[src/rtl/ondra_kbd_pkg.sv]
// Shared definitions for the Ondra keyboard event scheduler:
// ps2_key field positions, auto-type entry layout and FSM states.
package ondra_kbd_pkg;

    // ps2_key event layout: [10] toggle strobe, [9] pressed, [8] extended, [7:0] code
    localparam int STB = 10;
    localparam int PRS = 9;
    localparam int EXT = 8;

    // Auto-type entry layout: {shift, extended, code[7:0]}
    localparam int AT_SHIFT = 9;
    localparam int AT_EXT   = 8;
    localparam int AT_W     = 10;

    // Left shift make/break code used for shifted auto-type characters
    localparam logic [7:0] SHIFT_CODE_DEF = 8'h12;

    typedef struct packed {
        logic       shift;
        logic       ext;
        logic [7:0] code;
    } at_entry_t;

    typedef enum logic [2:0] {
        ST_IDLE,
        ST_SHIFT_DN,
        ST_PRESS,
        ST_HOLD,
        ST_RELEASE,
        ST_SHIFT_UP,
        ST_GAP
    } sched_state_e;

    // Build the 10-bit payload of a ps2_key event (strobe is added by the emitter)
    function automatic logic [9:0] mk_evt(input logic pressed, input logic ext, input logic [7:0] code);
        return {pressed, ext, code};
    endfunction

endpackage

[src/rtl/ondra_kbd_fifo.sv]
// Small synchronous FIFO with first-word-fall-through head and a flush input.
// A write and a pop in the same cycle are accepted even when full.
module ondra_kbd_fifo #(
    parameter int DEPTH = 16,
    parameter int WIDTH = 10,
    localparam int AW = $clog2(DEPTH)
) (
    input  logic             clk,
    input  logic             reset_n,
    input  logic             flush,
    input  logic             wr_en,
    input  logic [WIDTH-1:0] wr_data,
    input  logic             rd_en,
    output logic [WIDTH-1:0] rd_data,
    output logic             full,
    output logic             empty,
    output logic [AW:0]      count
);

    logic [WIDTH-1:0] mem [DEPTH];
    logic [AW-1:0]    wr_ptr_q, wr_ptr_d;
    logic [AW-1:0]    rd_ptr_q, rd_ptr_d;
    logic [AW:0]      count_q, count_d;
    logic             do_wr;
    logic             do_rd;

    assign empty   = (count_q == '0);
    assign full    = (count_q == (AW+1)'(DEPTH));
    assign count   = count_q;
    // Head is read combinationally so the scheduler can latch it the cycle it appears
    assign rd_data = mem[rd_ptr_q];

    // Pointer and occupancy update; flush discards everything including a same-cycle write
    always_comb begin
        do_wr    = wr_en & (~full | rd_en) & ~flush;
        do_rd    = rd_en & ~empty & ~flush;
        wr_ptr_d = wr_ptr_q;
        rd_ptr_d = rd_ptr_q;
        count_d  = count_q;
        if (flush) begin
            wr_ptr_d = '0;
            rd_ptr_d = '0;
            count_d  = '0;
        end else begin
            if (do_wr) wr_ptr_d = wr_ptr_q + AW'(1);
            if (do_rd) rd_ptr_d = rd_ptr_q + AW'(1);
            count_d = count_q + (AW+1)'(do_wr) - (AW+1)'(do_rd);
        end
    end

    // Pointer/count registers
    always_ff @(posedge clk or negedge reset_n) begin
        if (!reset_n) begin
            wr_ptr_q <= '0;
            rd_ptr_q <= '0;
            count_q  <= '0;
        end else begin
            wr_ptr_q <= wr_ptr_d;
            rd_ptr_q <= rd_ptr_d;
            count_q  <= count_d;
        end
    end

    // Storage array, no reset needed since occupancy gates every read
    always_ff @(posedge clk) begin
        if (do_wr) mem[wr_ptr_q] <= wr_data;
    end

endmodule

[src/rtl/ondra_kbd_sched.sv]
// Merges live PS/2 events with queued auto-type keystrokes into one ps2_key
// stream. Live events win every cycle; auto-type expands each entry into
// shift-down / press / hold / release / shift-up / gap and can be aborted.
module ondra_kbd_sched
    import ondra_kbd_pkg::*;
#(
    parameter int          DEPTH       = 16,
    parameter logic [23:0] HOLD_CYCLES = 24'd400000,
    parameter logic [23:0] GAP_CYCLES  = 24'd400000,
    parameter logic [7:0]  SHIFT_CODE  = SHIFT_CODE_DEF
) (
    input  logic        clk,
    input  logic        reset_n,
    input  logic [10:0] ps2_key_in,
    input  logic        at_valid,
    input  logic [9:0]  at_data,
    output logic        at_ready,
    input  logic        at_abort,
    output logic [10:0] ps2_key_out,
    output logic        busy
);

    localparam int          AW          = $clog2(DEPTH);
    localparam logic [23:0] HOLD_RELOAD = (HOLD_CYCLES == 24'd0) ? 24'd0 : HOLD_CYCLES - 24'd1;
    localparam logic [23:0] GAP_RELOAD  = (GAP_CYCLES == 24'd0) ? 24'd0 : GAP_CYCLES - 24'd1;

    sched_state_e state_q, state_d;
    logic [23:0]  timer_q, timer_d;
    at_entry_t    cur_q, cur_d;
    logic         aborting_q, aborting_d;
    logic         live_old_q, live_old_d;
    logic [10:0]  out_q, out_d;

    logic [9:0]   fifo_rd_data;
    logic         fifo_full;
    logic         fifo_empty;
    logic [AW:0]  fifo_count;
    logic         fifo_pop;
    at_entry_t    head;

    logic         live_evt;
    logic         busy_w;
    logic         abort;
    logic         auto_emit;
    logic [9:0]   auto_evt;
    logic [23:0]  timer_dec;
    logic         ab_any;

    assign head     = at_entry_t'(fifo_rd_data);
    assign busy_w   = (fifo_count != '0) | (state_q != ST_IDLE);
    assign live_evt = ps2_key_in[STB] ^ live_old_q;
    // A live key press while anything is queued or running cancels auto-type
    assign abort    = at_abort | (live_evt & ps2_key_in[PRS] & busy_w);
    assign at_ready = ~fifo_full;
    assign busy     = busy_w;
    assign ps2_key_out = out_q;

    ondra_kbd_fifo #(
        .DEPTH (DEPTH),
        .WIDTH (AT_W)
    ) u_fifo (
        .clk     (clk),
        .reset_n (reset_n),
        .flush   (abort),
        .wr_en   (at_valid & ~fifo_full),
        .wr_data (at_data),
        .rd_en   (fifo_pop),
        .rd_data (fifo_rd_data),
        .full    (fifo_full),
        .empty   (fifo_empty),
        .count   (fifo_count)
    );

    // Next-state, timer, emission and output merge for the keystroke sequencer
    always_comb begin
        state_d    = state_q;
        timer_d    = timer_q;
        cur_d      = cur_q;
        aborting_d = aborting_q;
        fifo_pop   = 1'b0;
        auto_emit  = 1'b0;
        auto_evt   = '0;
        ab_any     = aborting_q | abort;
        timer_dec  = (timer_q == '0) ? '0 : timer_q - 24'd1;

        case (state_q)
            ST_IDLE: begin
                aborting_d = 1'b0;
                if (!abort && !fifo_empty) begin
                    cur_d    = head;
                    fifo_pop = 1'b1;
                    state_d  = head.shift ? ST_SHIFT_DN : ST_PRESS;
                end
            end
            ST_SHIFT_DN: begin
                if (abort) begin
                    state_d = ST_IDLE;
                end else if (!live_evt) begin
                    auto_emit = 1'b1;
                    auto_evt  = mk_evt(1'b1, 1'b0, SHIFT_CODE);
                    state_d   = ST_PRESS;
                end
            end
            ST_PRESS: begin
                if (abort) begin
                    aborting_d = 1'b1;
                    state_d    = ST_RELEASE;
                end else if (!live_evt) begin
                    auto_emit = 1'b1;
                    auto_evt  = mk_evt(1'b1, cur_q.ext, cur_q.code);
                    timer_d   = HOLD_RELOAD;
                    // The release is emitted HOLD_CYCLES after the press
                    state_d   = (HOLD_CYCLES <= 24'd1) ? ST_RELEASE : ST_HOLD;
                end
            end
            ST_HOLD: begin
                if (abort) begin
                    aborting_d = 1'b1;
                    state_d    = ST_RELEASE;
                end else begin
                    timer_d = timer_dec;
                    if (timer_q <= 24'd1) state_d = ST_RELEASE;
                end
            end
            ST_RELEASE: begin
                aborting_d = ab_any;
                if (!live_evt) begin
                    auto_emit = 1'b1;
                    auto_evt  = mk_evt(1'b0, cur_q.ext, cur_q.code);
                    if (cur_q.shift) begin
                        state_d = ST_SHIFT_UP;
                    end else if (ab_any) begin
                        state_d = ST_IDLE;
                    end else begin
                        state_d = ST_GAP;
                        timer_d = GAP_RELOAD;
                    end
                end
            end
            ST_SHIFT_UP: begin
                aborting_d = ab_any;
                if (!live_evt) begin
                    auto_emit = 1'b1;
                    auto_evt  = mk_evt(1'b0, 1'b0, SHIFT_CODE);
                    if (ab_any) begin
                        state_d = ST_IDLE;
                    end else begin
                        state_d = ST_GAP;
                        timer_d = GAP_RELOAD;
                    end
                end
            end
            ST_GAP: begin
                if (abort) begin
                    state_d = ST_IDLE;
                end else begin
                    timer_d = timer_dec;
                    if (timer_q == '0) state_d = ST_IDLE;
                end
            end
            default: state_d = ST_IDLE;
        endcase

        live_old_d = ps2_key_in[STB];
        out_d      = out_q;
        if (live_evt) begin
            out_d = {~out_q[STB], ps2_key_in[9:0]};
        end else if (auto_emit) begin
            out_d = {~out_q[STB], auto_evt};
        end
    end

    // Scheduler FSM and registered output
    always_ff @(posedge clk or negedge reset_n) begin
        if (!reset_n) begin
            state_q    <= ST_IDLE;
            timer_q    <= '0;
            cur_q      <= '0;
            aborting_q <= 1'b0;
            live_old_q <= 1'b0;
            out_q      <= '0;
        end else begin
            state_q    <= state_d;
            timer_q    <= timer_d;
            cur_q      <= cur_d;
            aborting_q <= aborting_d;
            live_old_q <= live_old_d;
            out_q      <= out_d;
        end
    end

endmodule

[config.mk]
export PLATFORM = sky130hd
export DESIGN_NAME = ondra_kbd_sched
export DESIGN_NICKNAME = d
export VERILOG_FILES = /design/src/rtl/ondra_kbd_pkg.sv /design/src/rtl/ondra_kbd_fifo.sv /design/src/rtl/ondra_kbd_sched.sv
export SDC_FILE = /design/constraint.sdc
export NUM_CORES = 1
export LEC_CHECK = 0
export ABC_AREA = 1
export CORE_MARGIN = 1
export CORE_UTILIZATION = 53
export DETAILED_ROUTE_END_ITERATION = 8
export PLACE_DENSITY = 0.79
export SYNTH_ARGS = -nofsm -noshare
export SYNTH_HDL_FRONTEND = slang
export SYNTH_SLANG_ARGS = --single-unit
[constraint.sdc]
create_clock -name clk -period 4 [get_ports clk]
set_input_delay 0.6 -clock clk [delete_from_list [all_inputs] [get_ports clk]]
set_output_delay 0.6 -clock clk [all_outputs]
set_load 0.01 [all_outputs]
==> results by group, run 1 <==
Synthesis
  • Synth cell count leaders: 170 x nand2_1, 160 x edfxtp_1, 147 x nor2_1
  • Synth top area cells: edfxtp_1 46%, dfrtp_1 15%, nand2_1 6.2%
  • Share of flip-flops with an asynchronous set or reset: 0.2825
  • Syn Inst Count: 1013
  • Synth Net Count: approximately 1100
  • Dominant synthesized flop cell: edfxtp_1
  • Count of cell types in the netlist: 39
  • Post-synth EDFFs: 160
  • Post-synthesis sequential area ratio: 0.6175
  • Post-synth top area cell: edfxtp_1
  • Warnings, synthesis: 0
  • Post-synth top area share: 0.4649
  • Syn Std Cell Area: about 10000 um^2
  • Flops & latches, synth: ~220
  • Mean Syn Cell Area: 10.20 um^2
  • Cell with the most instances after synthesis: nand2_1

Floorplan
  • Core area: 18890 um^2
  • Site row count: 50
  • Starting Density: 0.5470
  • Total Die Area: roughly 20000 um^2
  • Ports: 38
  • Die width: approximately 140 um
  • Die Ht: roughly 140 um

Worst setup path
  • Critical path data required time: around 4400 ps
  • Reg2reg start: state_q[2]
  • Critical path's slowest cell: dfrtp_1
  • Crit path from: state_q[2]
  • Critical path arrival: 3230 ps
  • Crit-path leading delay family: adder cells
  • Critical Path Start Type: flop
  • CP endpoint kind: flop
  • Buffers & Inverters on Critical Path: 5
  • CP cell instances: clkinv_2, nand3_4, clkinv_1, nand4_1, inv_2, ha_1, inv_1, ha_1, inv_1, fa_1, o21ai_0, a21oi_1, xor2_1, nor2_1
  • Worst setup path category: flop to flop
  • Worst-path fanout max: 9
  • Max incr delay on CP: just under 600 ps

Clock network
  • # resized after CTS: 0
  • Postcts setup bufs: 0
  • Clock latency on the worst-skew pair: 530 ps
  • CTS Sinks: 223
  • Clock Tree Buf Depth: 3
  • Clock transition at path regs: 50 ps
  • CTS Hold Bufs: 0
  • Htree depth: 1
  • Clock buffer count from CTS: 25
  • Root buf cell: clkbuf_16
  • CTS tree: yes

Cells and area
  • Design Area, Final: between 10000 and 15000 um^2
  • Nets: about 1100
  • Register cell area after layout: about 6400 um^2
  • Post-layout util: 0.6254
  • Area of the multi-input gates: between 3000 and 4000 um^2
  • Area grow syn2layout: 14.35%
  • Layout cells sized above 1: 0.1199
  • Post-Layout Cell Count: around 1300
  • Antenna diode instance count: 0
  • Filler cells: around 1500

Pwr
  • Internal power: 4.816 mW
  • Flop pwr share: 0.397
  • P_leak: roughly 4.6 nW
  • Sw power: 2.529 mW
  • Pwr Total: 7.345 mW
  • PD cells: 621.6 nW/um^2
  • Worst VDD drop: about 470 uV
  • Combinational Power Share: 0.292
  • Switching share of power: 0.3443
  • Clock Power Share: 0.311

GRT
  • Largest net degree at the start of global routing: a little under 100
  • Global-route wire length before repair: ~37000 um
  • Initial antenna violation count: 0
  • Vias in the first global route: a little over 7000
  • Grt ovf: 0
  • Total GRT Usage: 0.2333

Timing
  • Tcrit/Tclk final: 0.7048
  • Hold Violations, Final: 0
  • Hold slack: roughly 210 ps
  • Slew Viols, Final: 0
  • Post-layout min period: 2819 ps
  • Worst Clk Skew: between 10 and 15 ps
  • Final setup TNS: 0 ps
  • Final worst slack: around 1200 ps
  • Setup violations, final: 0
  • F_max: approximately 350 MHz
  • Max-slew headroom: 0.3484
  • RSZ-0062 raised after global routing: false
  • Worst Max-Slew Pin Slew: between 900 and 1000 ps

Drt
  • Detailed Route Iter0 Violations: about 600
  • Routed wire length: approximately 22000 um
  • Antenna Nets Post-Route: 0
  • Routed wire per std cell: between 15 and 20 um
  • Post-DR vias/cell: roughly 5.5
  • DRC violations left: 0
  • DRT Pass-1 Iters: 5
  • Via Count: between 7000 and 8000

Place
  • HPWL Detailed: approximately 14000 um
  • RD Place Congestion: around 0.90
  • Pre-CTS setup slack: between 700 and 800 ps
  • Post-place instance area: 10980 um^2
  • Dpl cells: around 1300
  • Port Buffers: 37

Min path
  • Hold Crit Class: input port to async pin

Status
  • Status: finished, final reports clean

Flow run
  • Max cap viols: 0
-- power groups by stage --
stage                     sequential, mW  clock (mW)  combinational [mW]
after floorplan                     2.89           0                1.70
after global placement              2.95           0                2.08
after detailed placement            2.96           0                2.13
after CTS                           2.91        2.32                2.15
after global routing                2.94        2.41                2.43
final                               2.92        2.28                2.15
-- layout by cell type (no fill, tap or decap), types with 2 or more instances in the layout --
cell type        count
a21oi_1             31
a31oi_1             10
buf_4               23
bufinv_16            2
clkbuf_1             8
clkbuf_16           25
clkbuf_8             5
clkdlybuf4s50_1     36
clkinv_1             5
clkinv_2             2
dfrtp_1             61
dfrtp_2              2
edfxtp_1           160
ha_1                14
inv_1               76
inv_2               10
nand2_1            170
nand2_2             15
nand2_4              2
nand3_1             64
nand3_2              5
nand3_4              2
nand4_1             15
nor2_1             147
nor2_2               7
nor2_4               2
o211ai_1            34
o21ai_0             83
o21ai_1             10
o21ai_2             20
o21bai_1             2
xnor2_1              7
xor2_1               8
-- sequential cells by signal, indices dropped and copies added, names as in the netlist --
name,count
ps2_key_out,11
cur_q,10
u_fifo.rd_ptr_q,4
u_fifo.mem,160
state_q,3
timer_q,24
live_old_q,1
u_fifo.wr_ptr_q,4
u_fifo.count,5
aborting_q,1
-- routing by layer --
| metal | vias to the layer above | wire length, um | track usage |
|---|---|---|---|
| li1 | 3558 | - | - |
| met1 | 3514 | 9943 | 0.3221 |
| met2 | 249 | 10450 | 0.3741 |
| met3 | 45 | 1343 | 0.03274 |
| met4 | 0 | 695 | 0.09508 |
| met5 | - | 0 | 0 |
-- final cells by class --
type                       count  share of cell area
clock buffer                  38             0.06131
clock inverter                 8            0.009530
inverter                      91             0.02922
multi-input combinational    656              0.2866
sequential                   223              0.5402
tap                          260             0.02753
timing repair buffer          60             0.04553
-- final timing paths --
path | endpoint | slack (ps) | cells past startpoint
max in group asynchronous | u_fifo.wr_ptr_q[1] | 2930 | 2
worst max-delay path | u_fifo.count[4] | 1180 | 14
worst min-delay path | timer_q[21] | 210 | 1
worst min register to register | ps2_key_out[10] | 470 | 1
worst max register to register | u_fifo.count[4] | 1180 | 14
min in group clk | ps2_key_out[10] | 470 | 1
-- cell families (layout without fill, tap and decap cells) --
family          Yosys count  count (layout)  synth area share
xor+xnor                 15              15           0.01271
buf+inv                 134             197           0.05473
flops                   223             223            0.6175
fa+ha+maj                15              15           0.01889
compound gates          195             195            0.1138
simple gates            431             431            0.1823
-- worst reg2reg max path: stages (launching register included) --
cell      delay [ps]
dfrtp_1          580
clkinv_2         140
nand3_4          130
clkinv_1         140
nand4_1          210
inv_2             60
ha_1             270
inv_1             60
ha_1             160
inv_1             60
fa_1             390
o21ai_0          190
a21oi_1          100
xor2_1           160
nor2_1            60
No activity file was read; power rests on OpenSTA's default activity.
==> run 2, diff against run 1 <==
- PLACE_DENSITY: 0.79 -> 0.81
- clock period: 4 -> 2.25 ns (I/O delays scaled with it)
==> results by group, run 2 (synthesized netlist as in run 1, its figures left out) <==
Status
  • Status: finished with violations (was finished, final reports clean)
  • Violated checks: setup timing

Pwr
  • P_leak: 4.824 nW (was 4.591 nW)
  • Sw power: 4.821 mW (was 2.529 mW)
  • Internal power: 9.281 mW (was 4.816 mW)
  • Worst VDD drop: 730.2 uV (was 465.7 uV)
  • Switching share of power: 0.3419 (was 0.3443)
  • Flop pwr share: 0.362 (was 0.397)
  • Clock Power Share: 0.301 (was 0.311)
  • Combinational Power Share: 0.337 (was 0.292)
  • Pwr Total: 14.10 mW (was 7.345 mW)
  • PD cells: 1131 nW/um^2 (was 621.6 nW/um^2)

Floorplan
  • Core area: 18890 um^2 (unchanged)
  • Die width: 141.6 um (unchanged)
  • Starting Density: 0.5470 (unchanged)
  • Ports: 38 (unchanged)
  • Site row count: 50 (unchanged)
  • Die Ht: 141.6 um (unchanged)
  • Total Die Area: 20060 um^2 (unchanged)

Worst setup path
  • CP endpoint kind: flop (unchanged)
  • Register-to-register path setup slack: -150 ps (was 1180 ps)
  • CP cell instances: inv_2, ha_4, nand3_4, buf_6, nand4_1, inv_2, ha_4, inv_4, ha_4, inv_2, fa_2, o21ai_1, a21oi_1, xor2_1, nor2_1 (was clkinv_2, nand3_4, clkinv_1, nand4_1, inv_2, ha_1, inv_1, ha_1, inv_1, fa_1, o21ai_0, a21oi_1, xor2_1, nor2_1)
  • Max incr delay on CP: 390 ps (was 580 ps)
  • Worst setup path category: flop to flop (unchanged)
  • Crit path from: u_fifo.count[3] (was state_q[2])
  • Critical path's slowest cell: dfrtp_1 (unchanged)
  • Critical path arrival: 2850 ps (was 3230 ps)
  • Worst-path fanout max: 3 (was 9)
  • Reg2reg start: u_fifo.count[3] (was state_q[2])
  • Critical Path Start Type: flop (unchanged)
  • Critical path data required time: 2700 ps (was 4410 ps)

Timing
  • Setup violations, final: 2 (was 0)
  • Max-slew headroom: 0.5518 (was 0.3484)
  • Worst Clk Skew: 22.98 ps (was 12.23 ps)
  • Slew Viols, Final: 0 (unchanged)
  • Final worst slack: -147.9 ps (was 1181 ps)
  • Final setup TNS: -252.2 ps (was 0 ps)
  • Tcrit/Tclk final: 1.066 (was 0.7048)
  • Hold Violations, Final: 0 (unchanged)
  • RSZ-0062 raised after global routing: true (was false)
  • F_max: 417.0 MHz (was 354.7 MHz)
  • Post-layout min period: 2398 ps (was 2819 ps)
  • Worst Max-Slew Pin Slew: 670.2 ps (was 977.3 ps)
  • Hold slack: 336.4 ps (was 209.2 ps)

Cells and area
  • Design Area, Final: 12470 um^2 (was 11820 um^2)
  • Filler cells: 1372 (was 1503)
  • Register name with the most flops: u_fifo.mem (unchanged)
  • Nets: 1135 (was 1097)
  • Layout cells sized above 1: 0.1808 (was 0.1199)
  • Area grow syn2layout: 20.68% (was 14.35%)
  • Most frequent cells in the layout: 167 x nand2_1, 160 x edfxtp_1, 133 x nor2_1, 81 x o21ai_0, 71 x inv_1 (was 170 x nand2_1, 160 x edfxtp_1, 147 x nor2_1, 83 x o21ai_0, 76 x inv_1)
  • Area of the multi-input gates: 3568 um^2 (was 3387 um^2)
  • Antenna diode instance count: 0 (unchanged)
  • Post-layout util: 0.6601 (was 0.6254)
  • Register cell area after layout: 6384 um^2 (unchanged)
  • Post-Layout Cell Count: 1372 (was 1336)
  • Largest register FFs: 160 (unchanged)
  • Commonest non-fill, non-tap cell in the layout: nand2_1 (unchanged)

Clock network
  • Root buf cell: clkbuf_16 (unchanged)
  • CTS Sinks: 223 (unchanged)
  • Clock buffer count from CTS: 24 (was 25)
  • CTS tree: yes (unchanged)
  • Clock transition at path regs: 60 ps (was 50 ps)
  • Clock Tree Buf Depth: 3 (unchanged)
  • Htree depth: 1 (unchanged)
  • Clock latency on the worst-skew pair: 520 ps (was 530 ps)

GRT
  • Largest net degree at the start of global routing: 99 (unchanged)
  • Total GRT Usage: 0.2383 (was 0.2333)
  • Vias in the first global route: 7267 (was 7133)
  • Initial antenna violation count: 0 (unchanged)
  • Global-route wire length before repair: 37150 um (was 36570 um)
  • Grt ovf: 0 (unchanged)

Drt
  • Routed wire per std cell: 17.06 um (was 16.79 um)
  • Post-DR vias/cell: 5.663 (was 5.513)
  • DRT Pass-1 Iters: 5 (unchanged)
  • Via Count: 7770 (was 7366)
  • Routed wire length: 23400 um (was 22440 um)
  • DRC violations left: 0 (unchanged)
  • Antenna Nets Post-Route: 0 (unchanged)
  • Detailed Route Iter0 Violations: 714 (was 601)

Place
  • RD Place Congestion: 0.8940 (was 0.8956)
  • Post-place instance area: 11320 um^2 (was 10980 um^2)
  • Dpl cells: 1314 (was 1290)
  • Port Buffers: 37 (unchanged)
  • HPWL Detailed: 14800 um (was 14010 um)
  • Pre-CTS setup slack: -557.7 ps (was 701.4 ps)

Flow run
  • Max cap viols: 0 (unchanged)

Min path
  • Hold Crit Class: input port to flop (was input port to async pin)
  • Hold path start: ps2_key_in[10]
==> run 2: cell count changes in the layout (fill, tap and decap cells not counted), moves of 4 or more <==
cell,before,now
buf_12,0,11
buf_4,23,46
clkbuf_1,8,0
clkbuf_8,5,0
clkinv_4,1,5
inv_1,76,71
nor2_1,147,133
nor2_4,2,16
==> run 2: worst paths after layout <==
check,depth (start not counted),to
max,15,u_fifo.count[4]
min,1,live_old_q
max reg2reg,15,u_fifo.count[4]
min reg2reg,2,ps2_key_out[7]
max in group asynchronous,3,timer_q[6]
min in group asynchronous,2,ps2_key_out[1]
==> run 2: power by group through the flow <==
stage	combinational [mW]	clock [mW]	sequential [mW]
detailed placement	4.47	0	5.18
floorplan	3.09	0	5.15
finish	4.76	4.24	5.10
CTS	4.61	4.30	5.10
global route	5.23	4.46	5.15
global placement	4.36	0	5.16
==> run 2: critical path: cells and delay by family (launching register included) <==
kind	cells	cell delay [ps]
adders and majority gates	4	840
and+or+nand+nor	3	300
DFF	1	390
AOI/OAI and AO/OA	2	250
buffers and inverters	5	390
xor gates and xnor gates	1	170
==> run 2: routing by layer <==
layer	vias to the layer above	GRT usage	wire length, um
li1	3632	-	-
met1	3719	0.3334	9874
met2	382	0.3827	11160
met3	37	0.04556	1959
met4	0	0.06565	412
met5	-	0	0
==> run 2: area by class of cell <==
| class | instances | share of cell area |
|---|---|---|
| Sequential cell | 223 | 0.5119 |
| Clock buffer | 25 | 0.05017 |
| Clock inverter | 18 | 0.01926 |
| Multi-Input combinational cell | 657 | 0.2861 |
| Tap cell | 260 | 0.02609 |
| Timing Repair Buffer | 98 | 0.07796 |
| Inverter | 91 | 0.02849 |
==> run 2: timing repair <==
action                                  CTS  global route
setup buffers                             7             6
cloned                                    0             1
gates resized for setup                  25            18
hold buffers                              1             0
pin swaps                                 8             9
hold endpoints to repair                 28             0
endpoints found under the setup margin  133           113
==> run 3, diff against run 2 <==
- GPL_TIMING_DRIVEN: not set -> 0
==> results by group, run 3 (synthesized netlist as in run 1, its figures left out) <==
Status
  • Violated checks: setup timing (unchanged)
  • Status: finished with violations (unchanged)

Drt
  • Routed wire length: 29730 um (was 23400 um)
  • Via Count: 8482 (was 7770)
  • DRC violations left: 0 (unchanged)
  • Routed wire per std cell: 21.06 um (was 17.06 um)
  • Antenna Nets Post-Route: 0 (unchanged)
  • Post-DR vias/cell: 6.007 (was 5.663)
  • Detailed Route Iter0 Violations: 1171 (was 714)
  • DRT Pass-1 Iters: 8 (was 5)

GRT
  • Grt ovf: 0 (unchanged)
  • Vias in the first global route: 7936 (was 7267)
  • Total GRT Usage: 0.2810 (was 0.2383)
  • Largest net degree at the start of global routing: 33 (was 99)
  • Global-route wire length before repair: 43160 um (was 37150 um)
  • Initial antenna violation count: 0 (unchanged)

Floorplan
  • Core area: 18890 um^2 (unchanged)
  • Starting Density: 0.5470 (unchanged)
  • Site row count: 50 (unchanged)
  • Die width: 141.6 um (unchanged)
  • Total Die Area: 20060 um^2 (unchanged)
  • Die Ht: 141.6 um (unchanged)
  • Ports: 38 (unchanged)

Timing
  • Slew Viols, Final: 0 (unchanged)
  • Hold Violations, Final: 0 (unchanged)
  • Setup violations, final: 103 (was 2)
  • RSZ-0062 raised after global routing: true (unchanged)
  • Post-layout min period: 2437 ps (was 2398 ps)
  • Tcrit/Tclk final: 1.083 (was 1.066)
  • Max-slew headroom: 0.4499 (was 0.5518)
  • F_max: 410.4 MHz (was 417.0 MHz)
  • Hold slack: 352.2 ps (was 336.4 ps)
  • Final setup TNS: -6511 ps (was -252.2 ps)
  • Final worst slack: -186.6 ps (was -147.9 ps)
  • Worst Clk Skew: 17.06 ps (was 22.98 ps)
  • Worst Max-Slew Pin Slew: 822.6 ps (was 670.2 ps)

Clock network
  • CTS tree: yes (unchanged)
  • Clock buffer count from CTS: 23 (was 24)
  • Clock transition at path regs: 60 ps (about the same)
  • Clock latency on the worst-skew pair: 520 ps (about the same)
  • Htree depth: 1 (unchanged)
  • CTS Sinks: 223 (unchanged)
  • Root buf cell: clkbuf_16 (unchanged)
  • Clock Tree Buf Depth: 3 (unchanged)

Place
  • RD Place Congestion: 0.9198 (was 0.8940)
  • Pre-CTS setup slack: -901.4 ps (was -557.7 ps)
  • Dpl cells: 1311 (was 1314)
  • HPWL Detailed: 16850 um (was 14800 um)
  • Port Buffers: 37 (unchanged)

Worst setup path
  • Worst-path fanout max: 6 (was 3)
  • Critical Path Start Type: flop (unchanged)
  • Critical path data required time: 2640 ps (was 2700 ps)
  • CP endpoint kind: flop (unchanged)
  • Critical path arrival: 2820 ps (was 2850 ps)
  • Worst setup path category: flop to flop (unchanged)

Cells and area
  • Largest register FFs: 160 (unchanged)
  • Antenna diode instance count: 0 (unchanged)
  • Post-Layout Cell Count: 1412 (was 1372)
  • Commonest non-fill, non-tap cell in the layout: nand2_1 (unchanged)
  • Most frequent cells in the layout: 164 x nand2_1, 160 x edfxtp_1, 129 x nor2_1, 81 x o21ai_0, 70 x inv_1 (was 167 x nand2_1, 160 x edfxtp_1, 133 x nor2_1, 81 x o21ai_0, 71 x inv_1)
  • Area grow syn2layout: 22.91% (was 20.68%)
  • Register name with the most flops: u_fifo.mem (unchanged)
  • Nets: 1175 (was 1135)
  • Layout cells sized above 1: 0.1997 (was 0.1808)

Pwr
  • PD cells: 1109 nW/um^2 (was 1131 nW/um^2)
  • Worst VDD drop: 759.8 uV (was 730.2 uV)
  • P_leak: 4.921 nW (was 4.824 nW)

Min path
  • Hold Crit Class: input port to flop (unchanged)

Flow run
  • Max cap viols: 0 (unchanged)
-- run 3: cell count changes in the layout (fill, tap and decap cells not counted), sizes merged --
cell / previous run / this run
buf: 61 / 84
clkbuf: 25 / 45
bufinv: 5 / 3
clkinvlp: 1 / 3
clkinv: 14 / 13
dlygate4sd2: 2 / 1
dlymetal6s2s: 0 / 1
inv: 89 / 88
nor2: 157 / 156
-- run 3: cell type report --
| class | instances | area [um^2] |
|---|---|---|
| plain buffers | 42 | 222.7 |
| clock inverters | 16 | 166.4 |
| multi-input cells | 656 | 3612 |
| inverters | 91 | 359.1 |
| well taps | 260 | 325.3 |
| clock buffers | 26 | 586.8 |
| repair buffers | 98 | 1045 |
| flip-flops and latches | 223 | 6384 |
| fillers | 1286 | 6192 |
-- run 3: metrics by stage --
step	utilization	area [um^2]	total power [mW]
final	0.6723	12700	14.09
after floorplan	-	10390	8.235
after CTS	0.6558	12390	13.66
after global routing	0.6723	12700	14.69
after global placement	0.5866	11080	9.391
after detailed placement	0.5874	11100	9.552
-- run 3: final timing paths --
kind,startpoint,endpoint,slack (ps),depth (start not counted)
worst max-delay path,u_fifo.count[0],u_fifo.count[4],-190,14
worst min-delay path,ps2_key_in[10],live_old_q,350,1
worst max register to register,u_fifo.count[0],u_fifo.count[4],-190,14
worst min register to register,ps2_key_out[10],ps2_key_out[10],480,1
max in group asynchronous,reset_n,timer_q[5],1180,3
min in group asynchronous,reset_n,u_fifo.wr_ptr_q[3],440,2
-- run 3: worst max-delay path, stage by stage (launching register included) --
cell	delay, ps
dfrtp_1	400
nor2_2	220
nand3_4	140
o21ai_4	180
nand2_4	80
inv_4	70
nand2_1	70
inv_2	140
ha_4	150
inv_2	40
fa_2	360
o21ai_2	140
a21oi_2	70
xor2_1	190
nor2_1	80
-- run 3: timing repair --
| item | in CTS | in global routing |
|---|---|---|
| hold buffers | 1 | 0 |
| resized for setup | 50 | 27 |
| setup endpoints to repair | 165 | 179 |
| hold endpoints to repair | 31 | 0 |
| buffers inserted | 41 | 20 |
| pin swaps | 12 | 23 |
-- run 3: report_power, final --
group          internal (mW)  switching [mW]
logic                   1.82            3.31
registers               4.81           0.309
clock network           2.23            1.61
-- run 3: layer usage --
metal | wire, um | GRT usage
met1 | 11010 | 0.3761
met2 | 13820 | 0.4537
met4 | 1242 | 0.1070
met3 | 3665 | 0.05771
met5 | 0 | 0
==> edit (config.mk and constraints of run 2) <==
`DEPTH` is set to 16 in 2 places; all go to 8.
--- a/src/rtl/ondra_kbd_fifo.sv
+++ b/src/rtl/ondra_kbd_fifo.sv
@@ -1,7 +1,7 @@
 // Small synchronous FIFO with first-word-fall-through head and a flush input.
 // A write and a pop in the same cycle are accepted even when full.
 module ondra_kbd_fifo #(
-    parameter int DEPTH = 16,
+    parameter int DEPTH = 8,
     parameter int WIDTH = 10,
     localparam int AW = $clog2(DEPTH)
 ) (
--- a/src/rtl/ondra_kbd_sched.sv
+++ b/src/rtl/ondra_kbd_sched.sv
@@ -4,7 +4,7 @@
 module ondra_kbd_sched
     import ondra_kbd_pkg::*;
 #(
-    parameter int          DEPTH       = 16,
+    parameter int          DEPTH       = 8,
     parameter logic [23:0] HOLD_CYCLES = 24'd400000,
     parameter logic [23:0] GAP_CYCLES  = 24'd400000,
     parameter logic [7:0]  SHIFT_CODE  = SHIFT_CODE_DEF
Check against the original RTL: no difference found for any inputs over 4 cycles, from zero or initial values and one cycle with reset_n low; that may be too few to reach the edited logic, so the function may still have changed.
==> edit against run 2 <==
  * Non-clock buffer count shrank 20
  * Total power shrank 32%
  * Design area down 34%
  * Setup slack better by 0.17 ns
  * Highest routed layer unchanged
  * Die area is 34% lower
  * Sequential cell count is 83 lower
  * Global-route usage up 0.88 points
  * Clock skew decreased by 0.013 ns
  * Sequential share of layout area down 4.1 points
  * Via count fell by 29%
  * Largest cell class unchanged
  * Routed wire length shrank 36%
  * Synthesized area shrank 34%
==> edit: results (changes against run 2) <==
Global routing
  – Pin count of the biggest net entering global routing: 43 (-57%)
  – Vias in the first global route: 5290 (-27%)
  – Initial antenna violation count: 0 (unchanged)
  – Tot GR Track Use: 0.247 (+0.00885)
  – First-pass GRT wire length: 24.8 mm (-33%)

STA
  – Final hold violations: 0 (unchanged)
  – Relative max-transition margin: 0.604 (+0.0520)
  – Worst Skew: 0.00959 ns (-0.0134 ns)

Placement
  – Pre-CTS setup slack: -0.467 ns (+0.0907 ns)
  – PortBufs: 37 (unchanged)
  – GPL Wtd Cong: 0.908 (+1.5%)
  – Placed instance count: 993 (-24%)
  – Placed cell areas: 0.00767 mm^2 (-32%)
  – HPWL Detailed: 10.0 mm (-32%)

Synthesis
  – Synth Area in Adders: 0.0231 (+0.00422)
  – Mux cell area share after synthesis: 0 (unchanged)
  – Syn Nets: 805 (-24%)
  – Unique cell type count in the Yosys netlist: 36 (-7.7%)
  – Synth area leaders: edfxtp_1 35%, dfrtp_1 22%, nand2_1 12%, nor2_1 6.7%, nand3_1 4.5%
  – Post-synthesis compound-gate area fraction: 0.0814 (-0.0324)
  – Number of synthesized flops with an enable pin: 80 (-50%)
  – Commonest cells post-synth: 224 x nand2_1, 121 x nor2_1, 80 x edfxtp_1
  – Synth Instances: 768 (-24%)
  – Sequential share of the synthesized area: 0.572 (-0.0453)
  – Synth Area in XOR/XNOR: 0.00642 (-0.00629)
  – Post-synth top flop: edfxtp_1
  – YS warnings: 0 (unchanged)
  – Async S/R FF share, synth: 0.429 (+0.146)

Clocking
  – Clock-pin slew of the registers on the worst-case setup and hold paths: 0.06 ns (about the same)
  – CTS Root Buffer Type: clkbuf_16
  – Worst-Skew Late Latency: 0.42 ns (-0.10 ns)
  – H-Tree Depth: 4 (+3)
  – TritonCTS Buffers: 17 (-29%)
  – Maximum root-to-sink buffer count: 2 (-1)

Cells and area
  – Number of flip-flops in the largest register: 80 (-50%)
  – FILL cells: 980 (-29%)
  – Top reg by flops: u_fifo.mem
  – NumNets Final: 879 (-23%)
  – Layout cells sized above 1: 0.124 (-0.0568)
  – ANT cells: 0 (unchanged)

Routing
  – Drt total wl: 15.0 mm (-36%)
  – Vias: 5508 (-29%)
  – Wire per inst: 14.6 um (-14%)
  – Initial DRC Count: 490 (-31%)
  – DRT Pass-1 Iters: 5 (unchanged)

Power
  – Static Leak: 3.61 nW (-25%)
  – Pwr Density: 1150 mW/mm^2 (+2.0%)
  – VDD IR-drop max: 723 uV (-0.96%)

Setup path
  – CP Max Fanout: 3 (unchanged)
  – CP max stage delay: 0.53 ns (+0.14 ns)
  – Kind of cell adding the most delay to the critical path: adder cells
  – Crit-path slowest cell: fa_2

Outcome
  – Status: finished, final reports clean

Min path
  – Worst hold path type: in2reg
edit: cell count changes in the layout (fill, tap and decap cells not counted), moves of 18 or more:
cell      change
nand2_1      +57
a21oi_1      -18
edfxtp_1     -80
inv_1        -24
o21ai_2      -21
o21ai_0      -49
o211ai_1     -34
o32ai_1      +18
edit: cell families after synthesis:
family          Yosys count
xor+xnor                  5
buf+inv                  81
compound gates           92
simple gates            438
flops                   140
fa+ha+maj                12
edit: per-layer routing:
layer / track usage / vias up / wire length (um)
met5: 0 / - / 0
met4: 0.120 / 0 / 318
met3: 0.0513 / 24 / 716
met2: 0.418 / 166 / 7630
met1: 0.303 / 2593 / 6320
li1: - / 2725 / -
edit: final cells by class:
class                           instances  share of cell area
Clock inverter                         14              0.0144
Clock buffer                           18              0.0518
Multi-Input combinational cell        547               0.322
Tap cell                              172              0.0260
Sequential cell                       140               0.471
Inverter                               58              0.0287
Timing Repair Buffer                   78              0.0858
edit: timing repair:
item | CTS | global route
hold endpoints to repair | 23 | 0
setup endpoints to repair | 81 | 84
pin swaps | 1 | 7
setup buffers | 0 | 1
hold buffers | 1 | 0
gates resized for setup | 2 | 14
edit: final timing paths:
check,end,cells after the start,slack [ns],from
worst max-delay path,u_fifo.count[1],16,0.02,ps2_key_in[10]
worst min-delay path,live_old_q,1,0.43,ps2_key_in[10]
worst max register to register,u_fifo.count[1],16,0.04,u_fifo.count[3]
worst min register to register,ps2_key_out[10],1,0.47,ps2_key_out[10]
max in group asynchronous,aborting_q,3,1.20,reset_n
min in group asynchronous,timer_q[21],2,0.46,reset_n
edit: where the power goes:
part | internal [W] | switching, W | total (W)
sequential | 0.00310 | 0.000276 | 0.00338
combinational | 0.00139 | 0.00219 | 0.00359
clock | 0.00152 | 0.00107 | 0.00258
